`config.mk`:
```
export PLATFORM = sky130hd
export DESIGN_NAME = serial_adder
export DESIGN_NICKNAME = d
export VERILOG_FILES = /design/src/rtl/serial_adder.sv
export SDC_FILE = /design/constraint.sdc
export NUM_CORES = 1
export LEC_CHECK = 0
export ABC_AREA = 1
export CELL_PAD_IN_SITES_DETAIL_PLACEMENT = 1
export CELL_PAD_IN_SITES_GLOBAL_PLACEMENT = 1
export CORE_UTILIZATION = 37
export DETAILED_ROUTE_END_ITERATION = 8
export PLACE_DENSITY = 0.89
export REMOVE_ABC_BUFFERS = 1
export SLEW_MARGIN = 10
export SYNTH_ARGS = -nofsm -noshare
export SYNTH_HDL_FRONTEND = slang
export SYNTH_SLANG_ARGS = --single-unit
```
`constraint.sdc`:
```
create_clock -name clk -period 1.3 [get_ports clk]
set_input_delay 0.26 -clock clk [delete_from_list [all_inputs] [get_ports clk]]
set_output_delay 0.26 -clock clk [all_outputs]
set_load 0.005 [all_outputs]
```
`src/rtl/serial_adder.sv`:
```
// serial_adder
//   Bit-serial adder: computes {cout, sum} = a + b + cin one bit per clock,
//   LSB first, using a single full-adder cell and a carry flop.
//
// Parameters
//   WIDTH      operand/result width in bits (2..32)
//
// Ports
//   clk        clock, all state changes on the rising edge
//   rst        synchronous active-high reset
//   start      request a new addition (accepted in IDLE or DONE)
//   a, b, cin  operands, captured only when start is accepted
//   busy       high while the bit-serial computation runs (RUN state)
//   done       one-cycle pulse marking a new valid result (DONE state)
//   sum        registered result, low WIDTH bits of a+b+cin
//   cout       registered carry-out, bit WIDTH of a+b+cin
//   state_dbg  current FSM state (0 IDLE, 1 RUN, 2 DONE) for observation
//
// Handshake: start is a level sampled at each rising edge. It is accepted
// only in IDLE or DONE; while busy is high it is ignored. Exactly WIDTH
// edges after acceptance the result lands on sum/cout and done pulses for
// one cycle. Holding start high chains operations with no idle gap.
module serial_adder #(
    parameter int WIDTH = 8
) (
    input  logic             clk,
    input  logic             rst,
    input  logic             start,
    input  logic [WIDTH-1:0] a,
    input  logic [WIDTH-1:0] b,
    input  logic             cin,
    output logic             busy,
    output logic             done,
    output logic [WIDTH-1:0] sum,
    output logic             cout,
    output logic [1:0]       state_dbg
);

    typedef enum logic [1:0] {
        IDLE = 2'd0,
        RUN  = 2'd1,
        DONE = 2'd2
    } state_t;

    // The counter only needs to reach WIDTH-1 (the last bit index).
    localparam int CW = $clog2(WIDTH);

    state_t           state;
    logic [WIDTH-1:0] a_sr;
    logic [WIDTH-1:0] b_sr;
    logic [WIDTH-1:0] acc;
    logic [CW-1:0]    cnt;
    logic             carry;

    // Single full-adder cell working on the current LSBs.
    logic             sbit;
    logic             cnext;
    logic [WIDTH-1:0] acc_next;

    assign sbit     = a_sr[0] ^ b_sr[0] ^ carry;
    assign cnext    = (a_sr[0] & b_sr[0]) | (a_sr[0] & carry) | (b_sr[0] & carry);
    // Sum bits enter at the MSB so after WIDTH shifts bit 0 sits at the LSB.
    assign acc_next = {sbit, acc[WIDTH-1:1]};

    assign state_dbg = state;

    always_ff @(posedge clk) begin
        if (rst) begin
            state <= IDLE;
            a_sr  <= '0;
            b_sr  <= '0;
            acc   <= '0;
            cnt   <= '0;
            carry <= 1'b0;
            busy  <= 1'b0;
            done  <= 1'b0;
            sum   <= '0;
            cout  <= 1'b0;
        end else begin
            case (state)
                IDLE, DONE: begin
                    done <= 1'b0;
                    if (start) begin
                        a_sr  <= a;
                        b_sr  <= b;
                        carry <= cin;
                        acc   <= '0;
                        cnt   <= '0;
                        busy  <= 1'b1;
                        state <= RUN;
                    end else begin
                        state <= IDLE;
                    end
                end
                RUN: begin
                    // start is deliberately not looked at here.
                    a_sr  <= a_sr >> 1;
                    b_sr  <= b_sr >> 1;
                    carry <= cnext;
                    acc   <= acc_next;
                    cnt   <= cnt + 1'b1;
                    if (cnt == CW'(WIDTH - 1)) begin
                        // Last bit: publish the completed accumulator and carry.
                        sum   <= acc_next;
                        cout  <= cnext;
                        busy  <= 1'b0;
                        done  <= 1'b1;
                        state <= DONE;
                    end
                end
                default: begin
                    busy  <= 1'b0;
                    done  <= 1'b0;
                    state <= IDLE;
                end
            endcase
        end
    end

endmodule

```
### Word level (Yosys, flattened, before mapping)

Cells that the tools add are included.

| cells by class | value |
|---|---|
| reduce and logical (&&, ||, !) cells | 7 |
| multiply operators | 0 |
| shift operators | 0 |
| multiplexer cells | 16 |
| add/subtract/negate cells | 1 |
| equal/unequal tests | 5 |
| $lt $le $gt $ge | 0 |
| bitwise gates (word level) | 8 |
| div/mod/pow operators | 0 |

Operator list:

| operator | count |
|---|---|
| $pmux 8 s2 | 3 |
| $mux 8 | 3 |
| $pmux 3 s2 | 1 |
| $reduce_and 2->1 | 3 |
| $mux 1 | 4 |
| $ne 2x2->1 const B | 2 |
| $pmux 1 s2 | 2 |
| $pmux 2 s2 | 1 |
| $reduce_or 2->1 | 2 |
| $add 3x1->3 const B | 1 |
| $and 1x1->1 | 3 |
| $eq 3x3->1 const B | 1 |
| $mux 3 | 1 |
| $eq 2x1->1 const B | 1 |
| $eq 2x2->1 const B | 1 |
| $logic_not 2->1 | 1 |
| $mux 2 | 1 |
| $or 1x1->1 | 2 |
| $reduce_bool 2->1 | 1 |
| $xor 1x1->1 | 2 |
| $not 1->1 | 1 |

| word-level totals | value |
|---|---|
| register bits | 41 |
| memories kept | 0 |
| input bits | 20 |
| bits in latches | 0 |
| word-level logic and storage cells | 47 |
| memory bits (read-only) | 0 |
| output and inout bits | 13 |
| RAM bits | 0 |

### Depth between registers and ports, before layout

Gate-level depths: netlist of run 1.

| depth | value |
|---|---|
| depth in word-level cells | 4 |
| gate-level depth with buffers | 8 |
| depth with buffers taken out | 6 |

### Least setup slack after synthesis of run 1

No wires, ideal clock.

| timing | value |
|---|---|
| kind | reg2reg |
| from | register state[0], in the netlist state_dbg[0] |
| to | register a_sr[0] |
| required time | 1.188 ns |
| setup time | 0.112 ns |
| clock period less this slack | 1.144 ns |
| setup slack | 0.156 ns |
| buffers on the path | 2 |
| stages on the path, launching flop included | 8 |
| data arrival time | 1.032 ns |
| path through | dfxtp_1 -> buf_4 -> inv_4 -> nor2_8 -> buf_4 -> nor2_1 -> nor2_1 -> nor2_2 |

| on the way | value |
|---|---|
| cells in the longest elaborated chain, start to end | 4 |
| elaborated cells between the ends (all ways) | 8 |
| classes of those cells | eq/ne: 3; mux: 1; reduce/logical: 4 |

Ends and longest elaborated chain:

| item | RTL line | RTL |
|---|---|---|
| start: declaration | 48 | `state_t state;` |
| start signal: assignment | 69 | `state <= IDLE;` |
| start signal: assignment | 90 | `state <= RUN;` |
| start signal: assignment | 92 | `state <= IDLE;` |
| $eq 2x2->1 or $logic_not 2->1 (tied branches) | 80 | `case (state)` |
| $reduce_or 2->1 | 80 |  |
| $ne 2x2->1 (no line) or $reduce_bool 2->1 (tied branches) | - |  |
| $reduce_and 2->1 (no line) | - |  |
| end signal: assignment | 97 | `a_sr <= a_sr >> 1;` |
| end: declaration | 49 | `logic [WIDTH-1:0] a_sr;` |

Parallel ways exist; a longest one is shown, timed or not.
A chain may end at the register's enable or synchronous reset.

### Worst setup path in the final report of run 1

| timing | value |
|---|---|
| from | register state[0], in the netlist state_dbg[0] |
| to | register carry |

| on the way | value |
|---|---|
| cells in the longest elaborated chain, start to end | 4 |
| elaborated cells between the ends (all ways) | 8 |
| classes of those cells | eq/ne: 3; mux: 1; reduce/logical: 4 |

Ends and longest elaborated chain:

| item | RTL line | RTL |
|---|---|---|
| $eq 2x2->1 or $logic_not 2->1 (tied branches) | 80 |  |
| $reduce_or 2->1 | 80 |  |
| $ne 2x2->1 (no line) or $reduce_bool 2->1 (tied branches) | - |  |
| $reduce_and 2->1 (no line) | - |  |
| end signal: assignment | 86 | `carry <= cin;` |
| end signal: assignment | 99 | `carry <= cnext;` |
| end: declaration | 53 | `logic carry;` |

Parallel ways exist; a longest one is shown, timed or not.

==> metrics, run 1 <==
global route total overflow 0; worst stage delay on the critical path 0.35 ns; met3 Use GR 0.05075; combinational group share of total power 0.188; # setup viols final 0; GR Util met1 0.2509; register bit total from synthesis 40; Peak Freq 0.7846 GHz; total track usage 0.2110; mux share of post-synthesis cell area 0; number of library cell types mapped by synthesis 26; drt pass-1 iters 4; ant diodes 0; CP Max Fanout 24; Sequential cell area 813.3 um^2; status finished, final reports clean; RSZ-0062 raised after global routing true; Startpoint Class flip-flop; Clock Latency Late Sink 0.30 ns; post-synthesis adder-cell area fraction 0.02397; Hold Path Class reg -> reg; NumNets Final 319; Sequential Power Share 0.461; initial DRC count 48; Least-Margin Pin Slew 0.2580 ns; Fill cells 621; max-cap violations 0; internal power 2.109 mW; top-area cell type share of the netlist area 0.4261; worst vdd ir 0.6756 mV; leakage 1.154 nW; Mapped Area about 1900 um^2; Compound-Gate Fraction of Synth Area 0.05859; Initial Util 0.3901; Crit Reg-Reg Endpoint carry; post-synthesis simple-gate area fraction 0.3968; fin. max-slew vios 0; antenna violations before repair 0; Post-Synth XOR/XNOR Area 0; area occupied by multi-input gates just under 1000 um^2; Reg2Reg Launch Point state_dbg[0]; PortBufs 32; GP Congestion 0.7891; TritonCTS clock tree built; total number of vias about 1800; routed wire length approximately 5300 um; via/cell ratio 4.904; Worst EP required 1.50 ns; clock network fraction of total power 0.351; post-layout util 0.5260; estimated wirelength of the detail-placed design 3348 um; clock sinks 40; Post-Syn Instances ~250; pwr/cell area 1142 nW/um^2; register area share after synthesis 0.4261; clock-pin slew on the worst setup and hold paths around 0.080 ns; path depth of the worst reg2reg path 7; share of layout cells above drive strength 1 0.2054; Remaining DRCs 0; R2R setup slack around 0.025 ns; Inserted Clock Buffers 5; largest net degree at the start of global routing 25; Slew headroom 0.8274; global-route wire length before repair 8328 um; Area Growth Syn to Fin 34.82%; Final Hold Vio Count 0; die width 73.27 um; drt wl/cell 14.59 um; switching share of power 0.2712; Bufs and invs on worst path 2; critical hold path startpoint acc[2]; DRT antenna net count 0; vias in the first global route ~1800; hold endpoint sum[1]; core area 4817 um^2; Rows 25; CP Launch Point state_dbg[0]; Yosys top cell by area dfxtp_1; crit share post-route 0.9804; hold_buf cts 0; sw power 784.9 uW; slowest cell on the critical path dfxtp_4; syn avg cell area 7.428 um^2; CTS max path bufs 2; clk root buf clkbuf_8; crit-path cells buf_4, buf_4, nand2_8, nand2_8, nand2_1, nor2_1, nor2_2; die area 5368 um^2; largest family of logic cells by synthesized area simple AND/OR/NAND/NOR gates; Ys Warns 0; Critical Path Sink Type flip-flop; die height 73.27 um; I/O pin count 33; CTS H-tree lvls 2; Final Skew 0.005655 ns; global route hottest layer met2; Worst EP arrival 1.47 ns; Synth area leaders dfxtp_1 43%, nand2_1 12%, nor2_1 7.8%, nand3_1 6.7%, nand3b_1 6.0%; GRT met2 Usage 0.3539; WHS Path Cells 2; Worst Setup Path Type reg -> reg; delay-heaviest family, CP simple AND/OR/NAND/NOR gates; final worst path period need 1.275 ns; total power 2.894 mW
-- timing repair --
| action | 4_1_cts | 5_1_grt |
|---|---|---|
| gates resized for setup | 27 | 13 |
| cloned | 0 | 0 |
| pin swaps | 1 | 4 |
| hold endpoints to repair | 0 | 0 |
| endpoints found under the setup margin | 38 | 24 |
| buffers inserted | 2 | 1 |
-- cells in the final DEF (no fill, tap or decap), types with 3 or more instances in the layout --
master,instances
nand3_1,25
nor2_2,14
o22ai_1,4
inv_2,3
o21ai_1,8
nand2_8,3
dfxtp_2,7
dlygate4sd2_1,13
nor2_1,35
nand2_1,58
a21oi_1,4
clkbuf_8,5
buf_4,12
dfxtp_1,32
buf_6,3
clkdlybuf4s50_1,19
inv_1,17
nand3b_1,15
-- Yosys cell counts (all sizes together) --
cell type  instances
a21boi             1
a21oi              4
buf               11
clkbuf             3
dfxtp             40
fa                 1
ha                 2
inv               21
nand2             63
nand3             25
nand3b            15
nor2              52
o21a               1
o21ai             10
o22ai              4
-- per-layer routing --
metal  up-vias  part of all wire
met5         -                 0
met4         0             0.024
met3        10             0.027
met2        31              0.51
met1       859              0.44
li1        885                 -
-- logic make-up (layout without fill, tap and decap cells) --
group | count (synthesis) | count (layout)
compound gates | 20 | 20
buf+inv | 35 | 79
simple gates | 155 | 155
fa+ha+maj | 3 | 3
flops | 40 | 40
-- registers in the layout, summed over array words and instances, names as in the netlist --
register	cells
a_sr	8
acc	7
b_sr	8
busy	1
carry	1
cnt	3
cout	1
done	1
state_dbg	2
sum	8
-- final cells by class --
cell class	count	area share
clock buffer	6	0.02864
clock inverter	2	0.01383
inverter	21	0.03210
multi-input combinational	178	0.3807
sequential	40	0.3210
tap	67	0.03309
timing repair buffer	50	0.1906
-- per-stage QoR --
step	cell area (um^2)	setup slack, ns	TNS, ns	cells	hold WS, ns
4_1_cts	2466	0.001630	0	363	0.4674
3_5_place_dp	2312	-0.1686	-3.906	353	0.4530
6_report	2534	0.02549	0	364	0.4693
2_1_floorplan	1783	-0.1704	-4.670	239	0.3291
3_3_place_gp	2312	-0.1276	-2.338	353	0.4424
5_1_grt	2534	-0.02072	-0.07257	364	0.4923
-- how the worst max path moves through the flow --
stage,slack [ns],cells past startpoint,to
4_1_cts,0.002,7,a_sr[6]
5_1_grt,-0.02,6,sum[2]
3_5_place_dp,-0.17,6,a_sr[6]
3_3_place_gp,-0.13,6,a_sr[4]
2_1_floorplan,-0.17,6,a_sr[0]
6_report,0.03,7,carry
-- worst min-delay path: stages (launching register included) --
cell	delay, ns
dfxtp_1	0.32
nand2_1	0.07
nand2_1	0.04
-- power by group through the flow --
stage / clock network, mW / registers [mW] / logic, mW
final: 1.02 / 1.33 / 0.545
after global routing: 1.08 / 1.34 / 0.599
after CTS: 1.04 / 1.33 / 0.514
after detailed placement: 0 / 1.36 / 0.492
after global placement: 0 / 1.36 / 0.477
after floorplan: 0 / 1.36 / 0.283
Power figures use the tool's default switching activity.
==> run 2: changes to the inputs <==
TNS_END_PERCENT = 20   (was default)
==> run 2 against run 1 <==
The run now ends with setup timing left. Sequential share of layout area decreased by 0.41 points. Routed wire length up 7.6%. Critical path depth did not move. Sequential power about the same. Critical path type unchanged. Largest power group unchanged.
==> metrics, run 2 (synthesized netlist as in run 1, its figures left out) <==
vias in the first global route 1735 (-1.6%); RSZ-0062 raised after global routing true; CTS H-tree lvls 2 (unchanged); path depth of the worst reg2reg path 7 (unchanged); ant diodes 0 (unchanged); # setup viols final 3 (+3); Inserted Clock Buffers 5 (unchanged); global route total overflow 0 (unchanged); leakage 1.177 nW (+2.0%); initial DRC count 51 (+6.3%); GR Util met1 0.2389 (-0.01195); R2R setup slack -0.03 ns (-0.06 ns); Worst Setup Path Type reg -> reg; status finished with violations; worst stage delay on the critical path 0.32 ns (-0.03 ns); pwr/cell area 1138 nW/um^2 (-0.39%); Slew headroom 0.7984 (-0.02907); CP Max Fanout 6 (-75%); most frequent cells in the layout 59 x nand2_1, 38 x nor2_1, 32 x dfxtp_1; Fill cells 612 (-1.4%); WHS Path Cells 2 (unchanged); Final Hold Vio Count 0 (unchanged); setup_tns -0.04131 ns (-0.04131 ns); final worst path period need 1.332 ns (+0.05718 ns); failing checks setup timing; routed wire length 5710 um (+7.6%); slowest cell on the critical path dfxtp_2; Bufs and invs on worst path 2 (unchanged); largest net degree at the start of global routing 25 (unchanged); die area 5368 um^2 (unchanged); PnR worst setup slack -0.03169 ns (-0.05718 ns); GRT met2 Usage 0.3508 (-0.003086); Remaining DRCs 0 (unchanged); crit share post-route 1.024 (+0.04399); die width 73.27 um (unchanged); drt pass-1 iters 4 (unchanged); top flop regs a_sr (8), b_sr (8), sum (8); Final Skew 0.007700 ns (+0.002045 ns); CTS max path bufs 2 (unchanged); Finished Cell Area 2566 um^2 (+1.3%); worst vdd ir 0.6807 mV (+0.76%); delay-heaviest family, CP simple AND/OR/NAND/NOR gates; Area Growth Syn to Fin 36.55%; Peak Freq 0.7509 GHz (-4.3%); clock-pin slew on the worst setup and hold paths 0.08 ns (about the same); TritonCTS clock tree built; antenna violations before repair 0 (unchanged); DRT antenna net count 0 (unchanged); via/cell ratio 4.973 (+1.4%); Least-Margin Pin Slew 0.3021 ns (+0.04408 ns); Initial Util 0.3901 (unchanged); GP Congestion 0.7891 (unchanged); dpl cell area 2312 um^2 (unchanged); core area 4817 um^2 (unchanged); PortBufs 32 (unchanged); Crit Reg-Reg Endpoint cout; hold endpoint sum[1]; estimated wirelength of the detail-placed design 3348 um (unchanged); global-route wire length before repair 8045 um (-3.4%); critical hold path startpoint acc[2]; Worst EP required 1.55 ns (+0.05 ns); Critical Path Sink Type flip-flop; NumNets Final 322 (+0.94%); commonest non-fill, non-tap cell in the layout nand2_1; I/O pin count 33 (unchanged); Hold Path Class reg -> reg; Startpoint Class flip-flop; clk root buf clkbuf_8; Rows 25 (unchanged); Worst EP arrival 1.58 ns (+0.11 ns); die height 73.27 um (unchanged); clock sinks 40 (unchanged); Clock Latency Late Sink 0.30 ns (about the same); total track usage 0.2052 (-0.005829); drt wl/cell 15.56 um (+6.7%); share of layout cells above drive strength 1 0.2000 (-0.005387); max-cap violations 0 (unchanged); hold_buf cts 0 (unchanged); global route hottest layer met2; total power 2.920 mW (+0.89%); crit-path cells buf_4, buf_4, nor2_8, nand2_8, nor2_4, nand2_1, nand2_1; fin. max-slew vios 0 (unchanged); Reg2Reg Launch Point state_dbg[1]; met3 Use GR 0.05213 (+0.001372); total number of vias 1825 (+2.2%)
run 2: cell types whose count changed in the layout (fill, tap and decap cells not counted):
cell and change:
buf_6 +1, nor2_1 +3, nand2_2 -1, nor2_4 -1, nor2_2 -2, clkbuf_16 +1
nand2_1 +1, nand2_4 +1
run 2: layout make-up:
class                   instances  area [um^2]  share of cell area
inverters                      21        81.33             0.03169
well taps                      67        83.83             0.03267
multi-input cells             179        960.9              0.3745
clock buffers                   6        72.57             0.02828
clock inverters                 2        35.03             0.01365
repair buffers                 52        519.2              0.2023
flip-flops and latches         40        813.3              0.3169
run 2: stage by stage:
step	hold slack, ns	utilization	setup WS, ns	instances
2_1_floorplan	0.3291	-	-0.1704	239
3_3_place_gp	0.4424	0.4800	-0.1276	353
3_5_place_dp	0.4530	0.4800	-0.1686	353
4_1_cts	0.4675	0.5068	-0.01804	363
5_1_grt	0.4923	0.5327	-0.1167	367
6_report	0.4578	0.5327	-0.03169	367
run 2: per-layer routing:
layer	wire length [um]	part of all wire	vias to the layer above
met2	2827	0.50	45
met3	212	0.037	14
met4	198	0.035	0
met5	0	0	-
li1	-	-	891
met1	2471	0.43	875
run 2: power breakdown:
part	internal [mW]	switching, mW
combinational	0.260	0.308
sequential	1.29	0.0397
clock	0.570	0.449
total	2.12	0.797
run 2: worst min-delay path: stages, from the launching register on:
cell,delay (ns)
dfxtp_1,0.31
nand2_1,0.06
nand2_1,0.04
run 2: repair_timing:
| item | 4_1_cts | 5_1_grt |
|---|---|---|
| resized for setup | 23 | 13 |
| pin swaps | 0 | 4 |
| cloned | 0 | 2 |
| endpoints found under the setup margin | 38 | 29 |
| buffers inserted | 2 | 2 |
run 2: how the worst max path moves through the flow:
stage,endpoint,slack [ns],cells after the start,startpoint
4_1_cts,b_sr[6],-0.02,7,state_dbg[0]
5_1_grt,cout,-0.12,7,state_dbg[1]
3_3_place_gp,a_sr[4],-0.13,6,start
2_1_floorplan,a_sr[0],-0.17,6,state_dbg[0]
6_report,cout,-0.03,7,state_dbg[1]
3_5_place_dp,a_sr[6],-0.17,6,start
==> run 3: changes to the inputs <==
CORE_UTILIZATION = 44   (was 37)
DONT_BUFFER_PORTS = 1   (was default)
PLACE_DENSITY = 0.87   (was 0.89)
==> run 3 against run 2 <==
The flow still finishes with violations (setup timing). Routed wire length is 16% lower. Maximum frequency rose by 1.7%. Sequential share of layout area increased by 6.9 points. Register-to-register slack gained 0.02 ns. Hold slack got worse by 0.45 ns. Design area fell by 19%. Highest routed layer unchanged.
==> metrics, run 3 (synthesized netlist as in run 1, its figures left out) <==
DRT antenna net count 0 (unchanged); PnR worst setup slack -0.009650 ns (+0.02204 ns); GP Congestion 0.7580 (-3.9%); GRT met2 Usage 0.4000 (+0.04918); total power 2.816 mW (-3.6%); drt pass-1 iters 4 (unchanged); pre-CTS setup slack 0.02840 ns (+0.1970 ns); fin. max-slew vios 0 (unchanged); most frequent cells in the layout 59 x nand2_1, 39 x dfxtp_1, 38 x nor2_1; Final Skew 0.007736 ns (+0.00003636 ns); Critical Path Sink Type flip-flop; clock sinks 40 (unchanged); antenna violations before repair 0 (unchanged); global route hottest layer met2; GR Util met1 0.2642 (+0.02534); top flop regs a_sr (8), b_sr (8), sum (8); die width 67.36 um (-8.1%); failing checks setup timing; final worst path period need 1.310 ns (-0.02204 ns); TritonCTS clock tree built; Remaining DRCs 0 (unchanged); largest net degree at the start of global routing 26 (+4.0%); max-cap violations 0 (unchanged); Clock Latency Late Sink 0.30 ns (about the same); Startpoint Class flip-flop; via/cell ratio 5.306 (+6.7%); setup_tns -0.009650 ns (+0.03166 ns); Worst EP arrival 1.51 ns (-0.07 ns); CTS H-tree lvls 2 (unchanged); CTS max path bufs 2 (unchanged); commonest non-fill, non-tap cell in the layout nand2_1; clock-pin slew on the worst setup and hold paths 0.09 ns (about the same); routed wire length 4785 um (-16%); vias in the first global route 1649 (-5.0%); share of layout cells above drive strength 1 0.1673 (-0.03268); pwr/cell area 1356 nW/um^2 (+19%); initial DRC count 53 (+3.9%); Initial Util 0.4632 (+0.07302); global route total overflow 0 (unchanged); crit share post-route 1.007 (-0.01696); NumNets Final 279 (-13%); I/O pin count 33 (unchanged); Worst EP required 1.50 ns (-0.05 ns); total track usage 0.2286 (+0.02339); global-route wire length before repair 7652 um (-4.9%); post-layout util 0.5119 (-0.02085); die area 4537 um^2 (-15%); Hold Path Class in -> reg; ant diodes 0 (unchanged); CP Max Fanout 21 (+15); drt wl/cell 15.59 um (+0.18%); postcts setup bufs 0 (-2); Peak Freq 0.7636 GHz (+1.7%); Inserted Clock Buffers 5 (unchanged); die height 67.36 um (-8.1%); Final Hold Vio Count 0 (unchanged); hold_buf cts 0 (unchanged); Rows 23 (-8.0%); PortBufs 0 (-100%); worst vdd ir 0.6367 mV (-6.5%); Area Growth Syn to Fin 10.52%; met3 Use GR 0.05405 (+0.001928); status finished with violations; estimated wirelength of the detail-placed design 3106 um (-7.2%); core area 4058 um^2 (-16%); Least-Margin Pin Slew 0.4293 ns (+0.1271 ns); # setup viols final 1 (-2); leakage 0.9165 nW (-22%); total number of vias 1629 (-11%); Slew headroom 0.7134 (-0.08495); Worst Setup Path Type reg -> reg; clk root buf clkbuf_8
[run 3: cell types whose count changed in the layout (fill, tap and decap cells not counted), sizes merged]
cell	previous run	this run
clkdlybuf4s50	19	0
buf	19	10
nand2	64	63
clkinv	1	2
dlygate4sd2	13	0
clkbuf	7	5
[run 3: power breakdown]
part / leakage, nW / switching (mW) / internal, mW
clock: 0.0583 / 0.486 / 0.579
combinational: 0.531 / 0.258 / 0.159
sequential: 0.327 / 0.0405 / 1.29
total: 0.916 / 0.785 / 2.03
[run 3: path summary, 6_finish.rpt]
path | startpoint | end | slack (ns) | cells past startpoint
hold / removal | rst | state_dbg[0] | 0.01 | 1
setup / recovery | state_dbg[1] | b_sr[6] | -0.01 | 6
setup reg to reg | state_dbg[1] | b_sr[6] | -0.01 | 6
hold reg to reg | cnt[1] | cnt[1] | 0.48 | 2
[run 3: layout make-up]
cell class	instances	area, um^2
inverters	21	81.33
flip-flops and latches	40	802.0
clock buffers	5	68.82
repair buffers	10	87.58
fillers	530	1981
clock inverters	3	47.55
well taps	50	62.56
multi-input cells	178	927.1
[run 3: worst max-delay path, cell delays in order (launching register included)]
cell,delay (ns)
dfxtp_1,0.42
inv_2,0.08
nand2_4,0.10
buf_4,0.26
nand3b_1,0.15
nand2_1,0.13
nor2_2,0.06
[run 3: through the flow]
step | hold slack [ns] | cells | area (um^2)
after floorplan | 0.3291 | 239 | 1783
after global placement | 0.3308 | 299 | 1933
after detailed placement | 0.3325 | 299 | 1933
after CTS | 0.01209 | 307 | 2053
after global routing | 0.002103 | 307 | 2077
final | 0.01265 | 307 | 2077
[run 3: timing repair]
| action | in CTS | in global routing |
|---|---|---|
| pin swaps | 0 | 1 |
| gates resized for setup | 2 | 4 |
| setup endpoints to repair | 4 | 6 |
[run 3: layer usage]
metal,up-vias,share of wire
met5,-,0
met4,0,0.026
met3,12,0.031
met2,40,0.52
met1,776,0.42
li1,801,-
==> variant 1, RTL diff (settings of run 2) <==
Put one more register stage on the output `state_dbg`, cleared by the reset. The value now appears one clock later. The other outputs are not delayed to match.
--- a/src/rtl/serial_adder.sv
+++ b/src/rtl/serial_adder.sv
@@ -64,3 +64,9 @@
 
-    assign state_dbg = state;
+    always_ff @(posedge clk) begin
+        if (rst) begin
+            state_dbg <= '0;
+        end else begin
+            state_dbg <= state;
+        end
+    end
 
Check against the original RTL: not equivalent (a bounded check fails within 4 cycles, from zero or initial values and one cycle with rst high).
==> variant 1 against run 2 <==
Final area decreased by 5.1%. Total power shrank 6.4%. Wire length down 17%. Synthesized cell count grew 4.0%. Sequential cell count is 2 higher. Worst hold slack gained 0.0052 ns. Area after synthesis grew 3.1%. Non-clock buffer count fell by 7. Worst setup slack gained 0.13 ns. Critical path type unchanged. Largest power group unchanged.
==> variant 1: results (changes against run 2) <==
[run_status]
outcome=finished clean  ; was finished with violations

[global_route]
grt_pass1_vias=1802  ; was 1735
grt_pass1_wl_um=8200  ; was 8050 um
met1_usage_pct=23.2  ; was 23.9%
grtUsageTotal_pct=19.6  ; was 20.5%
grt_antenna_before_repair=0  ; unchanged
met3_usage_pct=3.66  ; was 5.21%
use_met2_pct=34.4  ; was 35.1%
grt_max_degree=28  ; was 25

[placement]
port_buffers=32  ; unchanged
dpl_cell_area_mm2=0.00233  ; was 0.00231 mm2
dp_hpwl_um=3370  ; was 3350 um
gp_congestion=0.769  ; was 0.789
placed_cells=359  ; was 353
pre_cts_slack_ns=-0.164  ; was -0.169 ns

[worst_hold_path]
hp-class=register to register  ; unchanged

[final_layout]
diodes=0  ; unchanged
final_nets=322  ; unchanged
drive_above_1_share_pct=16.7  ; was 20.0%
final_cells=367  ; unchanged
nFillCells=645  ; was 612
reg_top3=a_sr: 8 flops, b_sr: 8 flops, sum: 8 flops  ; unchanged

[power]
leakagePower_nw=1.15  ; was 1.18 nW
vdd_drop_max_mv=0.448  ; was 0.681 mV

[drt]
wl_met3_um=157  ; was 212 um
ant_nets=0  ; unchanged
via_per_inst=4.77  ; was 4.97
routed_wirelength_um=4730  ; was 5710 um
wl_met1_um=2110  ; was 2470 um
top_layer_used=met4  ; unchanged
drt_first_iter_violations=66  ; was 51
wl_met2_um=2360  ; was 2830 um
first_pass_iters=4  ; unchanged

[cts]
clkTransAtPathRegs_ns=0.08  ; about the same
cts_buffers=5  ; unchanged
clock_latency_ns=0.30  ; about the same
cts_resized=24  ; was 23
ctsRootBufferMaster=clkbuf_8  ; unchanged
post_cts_buffers=0  ; was 2
clockBufferDepth=2  ; unchanged
htree_levels=2  ; unchanged

[timing]
max_freq_mhz=833  ; was 751 MHz
finClkSkew_ns=0.00562  ; was 0.00770 ns
holdWs_ns=0.463  ; was 0.458 ns
tightest_slew_ns=0.223  ; was 0.302 ns

[critical_path]
cp_slowest_cell=fa_1  ; was dfxtp_2
arrival_ns=1.40  ; was 1.58 ns
crit_path_max_fanout=2  ; was 6
max_stage_delay_ns=0.41  ; was 0.32 ns
worst_path_dominant_cell_family=adder cells  ; was simple AND/OR/NAND/NOR gates

[logic_synthesis]
ys_async_sr_fraction_pct=0  ; unchanged
synth_cell_types=20  ; was 26
yosys-top-cells-count=nand2_1 (53), nand3_1 (48), dfxtp_1 (42)  ; was nand2_1 (59), dfxtp_1 (40), nor2_1 (39)
ys_warn_count=0  ; unchanged
synthCells=263  ; was 253
ys_seq_area_share_pct=43.4  ; was 42.6%
synth_area_leaders=dfxtp_1 (43%), nand3_1 (12%), nand2_1 (10%), inv_1 (6.2%), nor3_1 (4.1%)  ; was dfxtp_1 (43%), nand2_1 (12%), nor2_1 (7.8%), nand3_1 (6.7%), nand3b_1 (6.0%)

[floorplanning]
coreArea_mm2=0.00488  ; was 0.00482 mm2

==> variant 1: cells by family after synthesis <==
kind of cell    after synthesis  share of synthesized area, %
simple gates                148                          34.8
buf+inv                      52                          13.9
flops                        42                          43.4
compound gates               18                          5.62
fa+ha+maj                     3                          2.32
==> variant 1: layout make-up <==
cell class / instances / area [um2] / area share (%)
clock buffers: 7 / 86.3 / 3.54
repair buffers: 45 / 427 / 17.5
clock inverters: 1 / 5.00 / 0.205
inverters: 36 / 138 / 5.65
multi-input cells: 169 / 843 / 34.6
flip-flops and latches: 42 / 853 / 35.0
well taps: 67 / 83.8 / 3.44
==> variant 1: worst paths after layout <==
path | startpoint | to | cells past startpoint
max | a_sr[0] | carry | 7
min | acc[4] | sum[3] | 2
max reg2reg | a_sr[0] | carry | 7
min reg2reg | acc[4] | sum[3] | 2
==> variant 1: power by group <==
group	internal, mW	leakage, nW	switching, mW
clock network	0.429	0.0482	0.444
registers	1.36	0.348	0.0331
logic	0.211	0.754	0.261
total	2.00	1.15	0.739
==> variant 2, RTL diff (flow settings as in run 2) <==
Made on the original files. Change the parameter `WIDTH` from 8 to 32.
--- a/src/rtl/serial_adder.sv
+++ b/src/rtl/serial_adder.sv
@@ -23,3 +23,3 @@
 module serial_adder #(
-    parameter int WIDTH = 8
+    parameter int WIDTH = 32
 ) (
Ports: changed (resized a, b and sum); port bits go from 33 to 105. The function was not compared with the original's and may differ.
==> variant 2 against run 2 <==
First-iteration DRC count grew to 7.8 times the old value. Worst setup slack worse by 0.21 ns. Clock power grew to 5.0 times the old value. Final area rose to 3.2 times the old value. Total power increased to 3.7 times the old value. Area after synthesis increased to 3.1 times the old value. Sequential cell count rose by 98. The flow still finishes with violations (setup timing). Wire length increased to 3.3 times the old value. Utilization grew 0.84 points. Sequential power rose to 3.4 times the old value.
==> variant 2: results (changes against run 2) <==
[global_route]
grt_antenna_before_repair=1  ; was 0
use_met2_pct=43.3  ; was 35.1%
grt_max_degree=99  ; was 25
grtUsageTotal_pct=24.3  ; was 20.5%
met3_usage_pct=6.64  ; was 5.21%

[logic_synthesis]
synthAdderAreaFrac_pct=0.764  ; was 2.40%
synth_cell_types=20  ; was 26
ys_seq_area_share_pct=46.9  ; was 42.6%
yosys-top-cells-count=nand3_1 (231), dfxtp_1 (138), nand2_1 (138)  ; was nand2_1 (59), dfxtp_1 (40), nor2_1 (39)

[placement]
dp_hpwl_um=10700  ; was 3350 um
pre_cts_slack_ns=-0.262  ; was -0.169 ns
port_buffers=104  ; was 32
gp_congestion=0.759  ; was 0.789

[run_status]
violations=setup timing  ; unchanged
outcome=finished with violations  ; unchanged

[final_layout]
reg_top3=a_sr: 32 flops, b_sr: 32 flops, sum: 32 flops  ; was a_sr: 8 flops, b_sr: 8 flops, sum: 8 flops
final_nets=968  ; was 322

[drt]
wire_per_inst_um=17.0  ; was 15.6 um
routed_wirelength_um=19100  ; was 5710 um
wl_met2_um=10100  ; was 2830 um
via_per_inst=5.33  ; was 4.97
wl_met3_um=794  ; was 212 um

[worst_hold_path]
hp-class=input port to register  ; was register to register

[critical_path]
arrival_ns=1.90  ; was 1.58 ns

[timing]
worst_slack_ns=-0.244  ; was -0.0317 ns
tightest_slew_ns=0.566  ; was 0.302 ns
setup_viol=41  ; was 3

[power]
leakagePower_nw=3.27  ; was 1.18 nW

[cts]
htree_levels=4  ; was 2
clkTransAtPathRegs_ns=0.06  ; was 0.08 ns

variant 2: final timing paths:
check	startpoint	to	cells past startpoint	slack [ns]
min reg2reg	sum[26]	sum[26]	2	0.46
min	rst	a_sr[6]	3	0.34
max	cnt[0]	sum[20]	8	-0.24
max reg2reg	cnt[0]	sum[20]	8	-0.24
variant 2: power by group:
part | internal (mW) | switching [mW]
clock network | 3.25 | 1.81
registers | 4.39 | 0.0956
logic | 0.539 | 0.702
variant 2: per-stage QoR:
step / cell area (um2) / util, % / hold WS, ns
after floorplan: 5540 / - / 0.329
after global placement: 7250 / 47.2 / 0.448
after detailed placement: 7250 / 47.2 / 0.455
after CTS: 8170 / 53.1 / 0.366
after global routing: 8320 / 54.1 / 0.419
final: 8320 / 54.1 / 0.338
variant 2: cell type report:
cell class	count	area (um2)
Fill cell	1842	7050
Multi-Input combinational cell	522	2790
Sequential cell	138	2790
Timing Repair Buffer	145	1580
Clock buffer	24	502
Inverter	73	277
Tap cell	211	264
Clock inverter	7	113
variant 2: critical path, stage by stage (launching register included):
cell	delay [ns]
dfxtp_2	0.35
ha_4	0.14
inv_2	0.04
nor3_2	0.12
ha_2	0.25
buf_8	0.16
buf_8	0.15
nand3_2	0.09
a21oi_1	0.17
variant 2: what timing repair did:
action                                  in CTS  in global routing
setup buffers                                6                  2
pin swaps                                   24                 20
gates cloned                                 5                  0
endpoints found under the setup margin      75                126
gates resized for setup                     85                 66
variant 2: cells by family (layout without fill, tap and decap cells):
family          after synthesis  count (layout)
compound gates              137             137
fa+ha+maj                     3               3
buf+inv                     147             249
flops                       138             138
simple gates                382             382
